===== config.mk =====
export PLATFORM = sky130hd
export DESIGN_NAME = pipelined_control_unit
export DESIGN_NICKNAME = d
export VERILOG_FILES = /design/src/rtl/pipelined_control_unit.sv
export SDC_FILE = /design/constraint.sdc
export NUM_CORES = 1
export LEC_CHECK = 0
export BUFFER_PORTS_ARGS = -buffer_cell sky130_fd_sc_hd__buf_2
export CAP_MARGIN = 10
export CORE_ASPECT_RATIO = 0.7
export CORE_MARGIN = 8
export CORE_UTILIZATION = 40
export CTS_CLUSTER_SIZE = 12
export DETAILED_ROUTE_END_ITERATION = 10
export GPL_TIMING_DRIVEN = 0
export PLACE_DENSITY = 0.68
export SLEW_MARGIN = 20
export SYNTH_ARGS = -nofsm -noshare
export SYNTH_HDL_FRONTEND = slang
export SYNTH_SLANG_ARGS = --single-unit

===== constraint.sdc =====
create_clock -name clk -period 2.35 [get_ports clk]
set_clock_uncertainty 0.1 [all_clocks]
set_input_delay 0.1175 -clock clk [delete_from_list [all_inputs] [get_ports clk]]
set_output_delay 0.1175 -clock clk [all_outputs]
set_load 0.02 [all_outputs]

===== src/rtl/pipelined_control_unit.sv =====
// LEGv8 pipelined control: decodes the ID opcode and carries its control word
// through ID/EX, EX/MEM and MEM/WB, with load-use bubble insertion and branch flush.
module pipelined_control_unit #(
    parameter int OPCODE_W = 11,
    parameter int REG_W    = 5,
    parameter int ZERO_REG = 31
) (
    input  logic                clk,
    input  logic                rst,
    input  logic                id_valid,
    input  logic [OPCODE_W-1:0] id_opcode,
    input  logic [REG_W-1:0]    id_rn,
    input  logic [REG_W-1:0]    id_rm,
    input  logic [REG_W-1:0]    id_rd,
    input  logic                flush,
    output logic                stall,
    output logic                id_illegal,
    output logic                ex_alusrc,
    output logic [1:0]          ex_aluop,
    output logic                mem_memread,
    output logic                mem_memwrite,
    output logic                mem_branch,
    output logic                mem_uncond,
    output logic                wb_regwrite,
    output logic                wb_memtoreg,
    output logic [REG_W-1:0]    ex_rd,
    output logic [REG_W-1:0]    mem_rd,
    output logic [REG_W-1:0]    wb_rd
);

    localparam logic [REG_W-1:0] ZERO_RD = REG_W'(ZERO_REG);

    typedef struct packed {
        logic             alusrc;
        logic [1:0]       aluop;
        logic             memread;
        logic             memwrite;
        logic             branch;
        logic             uncond;
        logic             regwrite;
        logic             memtoreg;
        logic [REG_W-1:0] rd;
    } ex_ctrl_t;

    typedef struct packed {
        logic             memread;
        logic             memwrite;
        logic             branch;
        logic             uncond;
        logic             regwrite;
        logic             memtoreg;
        logic [REG_W-1:0] rd;
    } mem_ctrl_t;

    typedef struct packed {
        logic             regwrite;
        logic             memtoreg;
        logic [REG_W-1:0] rd;
    } wb_ctrl_t;

    localparam ex_ctrl_t EX_BUBBLE = '{alusrc: 1'b0, aluop: 2'b00, memread: 1'b0,
                                       memwrite: 1'b0, branch: 1'b0, uncond: 1'b0,
                                       regwrite: 1'b0, memtoreg: 1'b0, rd: ZERO_RD};
    localparam mem_ctrl_t MEM_BUBBLE = '{memread: 1'b0, memwrite: 1'b0, branch: 1'b0,
                                         uncond: 1'b0, regwrite: 1'b0, memtoreg: 1'b0,
                                         rd: ZERO_RD};
    localparam wb_ctrl_t WB_BUBBLE = '{regwrite: 1'b0, memtoreg: 1'b0, rd: ZERO_RD};

    ex_ctrl_t  dec_ctrl;
    ex_ctrl_t  ex_d,  ex_q;
    mem_ctrl_t mem_d, mem_q;
    wb_ctrl_t  wb_d,  wb_q;
    logic      legal;
    logic      uses_rn;
    logic      uses_rm;

    // NOTE: every always_comb output gets a default before the case, so no path leaves it unassigned and no latch is inferred.
    always_comb begin
        dec_ctrl = EX_BUBBLE;
        legal    = 1'b1;
        uses_rn  = 1'b1;
        uses_rm  = 1'b0;
        casez (id_opcode)
            11'b11111000010: begin
                dec_ctrl.alusrc   = 1'b1;
                dec_ctrl.memtoreg = 1'b1;
                dec_ctrl.regwrite = 1'b1;
                dec_ctrl.memread  = 1'b1;
            end
            11'b11111000000: begin
                dec_ctrl.alusrc   = 1'b1;
                dec_ctrl.memwrite = 1'b1;
                uses_rm           = 1'b1;
            end
            11'b10110100???: begin
                dec_ctrl.branch = 1'b1;
                dec_ctrl.aluop  = 2'b01;
                uses_rm         = 1'b1;
            end
            11'b000101?????: begin
                dec_ctrl.uncond = 1'b1;
                uses_rn         = 1'b0;
            end
            11'b10001011000, 11'b11001011000, 11'b10001010000, 11'b10101010000: begin
                dec_ctrl.regwrite = 1'b1;
                dec_ctrl.aluop    = 2'b10;
                uses_rm           = 1'b1;
            end
            default: begin
                legal   = 1'b0;
                uses_rn = 1'b0;
            end
        endcase
        if (legal) dec_ctrl.rd = id_rd;
        // Invalid ID slots and illegal opcodes both travel as bubbles and read nothing.
        if (!id_valid) begin
            dec_ctrl = EX_BUBBLE;
            uses_rn  = 1'b0;
            uses_rm  = 1'b0;
        end
    end

    assign id_illegal = id_valid & ~legal;

    assign stall = id_valid & ex_q.memread & (ex_q.rd != ZERO_RD) &
                   ((uses_rn & (id_rn == ex_q.rd)) | (uses_rm & (id_rm == ex_q.rd)));

    always_comb begin
        ex_d  = dec_ctrl;
        mem_d = '{memread: ex_q.memread, memwrite: ex_q.memwrite, branch: ex_q.branch,
                  uncond: ex_q.uncond, regwrite: ex_q.regwrite, memtoreg: ex_q.memtoreg,
                  rd: ex_q.rd};
        wb_d  = '{regwrite: mem_q.regwrite, memtoreg: mem_q.memtoreg, rd: mem_q.rd};
        // Flush outranks stall: the branch in EX/MEM still retires into MEM/WB.
        if (flush) begin
            ex_d  = EX_BUBBLE;
            mem_d = MEM_BUBBLE;
        end else if (stall) begin
            ex_d = EX_BUBBLE;
        end
    end

    // NOTE: sequential state uses non-blocking assignments so all three stages sample the old values on the same edge.
    always_ff @(posedge clk or posedge rst) begin
        if (rst) begin
            ex_q  <= EX_BUBBLE;
            mem_q <= MEM_BUBBLE;
            wb_q  <= WB_BUBBLE;
        end else begin
            ex_q  <= ex_d;
            mem_q <= mem_d;
            wb_q  <= wb_d;
        end
    end

    assign ex_alusrc    = ex_q.alusrc;
    assign ex_aluop     = ex_q.aluop;
    assign ex_rd        = ex_q.rd;
    assign mem_memread  = mem_q.memread;
    assign mem_memwrite = mem_q.memwrite;
    assign mem_branch   = mem_q.branch;
    assign mem_uncond   = mem_q.uncond;
    assign mem_rd       = mem_q.rd;
    assign wb_regwrite  = wb_q.regwrite;
    assign wb_memtoreg  = wb_q.memtoreg;
    assign wb_rd        = wb_q.rd;

endmodule


==> results.ini <==
[logic_synthesis]
ys_seq_area_frac=0.553
syn_avg_cell_area_sq_um=11.2
syn_inst=124
yosysWarnings=0
syn_area_sq_um=1390
synth.area.top_cells=dfstp_2 (28%), dfrtp_1 (27%), buf_4 (6.5%)
synth-seq-cells=30
synth_area_leader_cell=dfstp_2
ys_types=34
synth.top_cell.area_share=0.283
syn-num-nets=154

[timing]
slew_violations=0
slew_headroom=0.594
tightest_slew_ns=0.601
rsz0062_at_grt=false
setup_violations=0
finalSetupTns_ns=0
period_share=0.951
finalHoldViolCount=0
min_period_ns=2.24
max_freq_mhz=447
setup_ws_ns=0.115

[cts]
htreeDepth=2
post_cts_buffers=0
path_clk_slew_ns=0.06
cts_root_buffer=clkbuf_8
clkLatencyLatePin_ns=0.27
ctsLongestPathBuffers=2
post_cts_resized=0
cts.sinks=30
cts_hold_repair.buffers=7
cts_buffers=5
cts_tree=built

[power]
swShare=0.214
vdd_drop_max_mv=0.217
p_switching_mw=0.217
power.leakage_nw=0.880
power.share.sequential=0.512
comb_power_share=0.087
power.density_nw_per_um2=533
p_int_mw=0.798
clockPowerShare=0.401

[run]
maxCapViolations=0

[critical_path]
cp_cell_sequence=dlygate4sd3_1 -> buf_2 -> and3b_1 -> and4_4 -> a211oi_1 -> and2_1 -> buf_2
endpoint_kind=output pin
cp_max_fo=6
crit_path_max_incr_delay_ns=0.53
start_kind=input port
cp_slowest_cell=dlygate4sd3_1
worst_ep_arrival_time_ns=2.02
worstPathRequired_ns=2.13
cp_common_cell=buf_2
worstSetupPathType=input port to output pin

[routing]
first_pass_iters=4
postRouteAntennaNets=0
wirelength_um=3220
dr_total_vias=1166
drt-vias-per-instance=4.76
drc=0
drt_iter0_drc=55
post_drt_wl_per_cell_um=13.1

[placement]
hpwl_um=2540
dpl-instance-area_sq_um=1730
pre_cts_slack_ns=0.252
placed_cells=229
port_buffers=55
place.gp.congestion=0.873

[global_routing]
grt_pass1_vias=1149
grt_pass1_wl_um=5230
antenna_found_initial=0
track_usage=0.116
grt.overflow.total=0
grt_start_max_net_pins=31

[layout]
fillers=307
fin_cells=245
postLayoutCellArea_sq_um=1900
antenna_cells=0
drive_gt1_frac=0.508
area_growth_pct=36.6
final_nets=224

[floorplan]
die_height_um=65.4
num_io_pins=56
start_util=0.407
dieArea_sq_um=5660
fp-row-count=18
core_sq_um=3420
die_w_um=86.5

[status]
status=finished clean

[worst_hold_path]
min_path_type=input port to flop

==> cells in the mapped netlist (all sizes together) <==
library cell,number
dfrtp,15
nor3b,2
nand2b,1
nor4,2
o22ai,1
nor2b,7
nor2,5
a211oi,2
o2bb2ai,1
clkbuf,1
a21o,2
nor4b,1
o211ai,1
or4,5
and4,2
nand2,7
nand3,3
or2,5
o21ai,2
nor3,7
nor4bb,2
nand4,2
a31oi,1
dfstp,15
a41oi,1
and2,2
xnor2,10
mux2i,1
inv,3
and3b,1
buf,14
==> logic make-up (layout without fill, tap and decap cells) <==
kind of cell | Yosys count | count (layout) | share of synthesized area
AO/OA/AOI/OAI | 11 | 11 | 0.0557
XOR/XNOR | 10 | 10 | 0.0629
buffers and inverters | 18 | 89 | 0.0871
flip-flops | 30 | 30 | 0.553
multiplexers | 1 | 1 | 0.00719
AND/OR/NAND/NOR | 54 | 54 | 0.234
==> critical path: cells and delay by family <==
| kind | cells | cell delay [ns] |
|---|---|---|
| and+or+nand+nor | 3 | 0.57 |
| buffers and inverters | 3 | 0.84 |
| AOI/OAI and AO/OA | 1 | 0.49 |
==> through the flow <==
stage               utilization  power [mW]  hold slack [ns]
finish                    0.556        1.01           0.0110
global route              0.556        1.06           0.0117
CTS                       0.553        1.02          0.00902
detailed placement        0.505       0.607            0.223
global placement          0.505       0.605            0.222
floorplan                     -       0.567           0.0871
==> per-layer routing <==
metal,global-route usage,share of wire,vias up
li1,-,-,559
met1,0.146,0.48,548
met2,0.167,0.41,54
met3,0.0585,0.095,5
met4,0.0449,0.014,0
met5,0,0,-
==> flip-flops by register name, indices dropped and copies added, names as in the netlist, 2 cells and up <==
signal / count
mem_rd: 5
ex_rd: 5
ex_aluop: 2
ex_q: 5
wb_rd: 5
==> cells in the final DEF, fill, tap and decap left out, types with 2 or more instances in the layout <==
cell type / synthesis / layout
nor2_1: 5 / 5
nor3b_1: 2 / 2
or4_1: 5 / 5
nor2b_1: 7 / 7
buf_4: 12 / 12
inv_1: 3 / 2
clkbuf_8: 0 / 6
dlygate4sd3_1: 0 / 8
and2_1: 2 / 2
dfstp_2: 15 / 15
buf_2: 1 / 56
nand4_1: 2 / 2
nand2_1: 7 / 7
a21o_1: 2 / 2
a211oi_1: 2 / 2
or2_2: 5 / 5
nor4_1: 2 / 2
nor4bb_1: 2 / 2
nor3_1: 7 / 7
xnor2_1: 10 / 10
clkbuf_1: 1 / 2
dfrtp_1: 15 / 15
nand3_1: 3 / 3
and4_4: 2 / 2
==> power groups by stage <==
stage	Sequential, mW	Clock (mW)	Combinational (mW)
floorplan	0.528	0	0.0389
global placement	0.528	0	0.0777
detailed placement	0.528	0	0.0794
CTS	0.520	0.417	0.0874
global route	0.519	0.447	0.0985
finish	0.520	0.407	0.0880
==> layout make-up <==
cell class,count,area (sq um),share of cell area
buffer,15,110,0.0579
multi-input combinational,76,502,0.264
inverter,3,11.3,0.00592
tap,50,62.6,0.0329
timing repair buffer,63,355,0.187
clock buffer,7,86.3,0.0454
clock inverter,1,5.00,0.00263
sequential,30,769,0.405
==> path summary, 6_finish.rpt <==
check	end	startpoint	slack, ns	depth (start not counted)
min reg2reg	wb_regwrite	mem_q[6]	0.25	0
max	id_illegal	id_opcode[10]	0.11	7
min	ex_q[10]	id_opcode[1]	0.01	3
max reg2reg	ex_rd[2]	ex_rd[1]	0.21	6
min in group asynchronous	mem_memread	rst	0.36	3
max in group asynchronous	mem_q[6]	rst	1.41	3
Note: power is estimated with default switching activity, not from simulation.
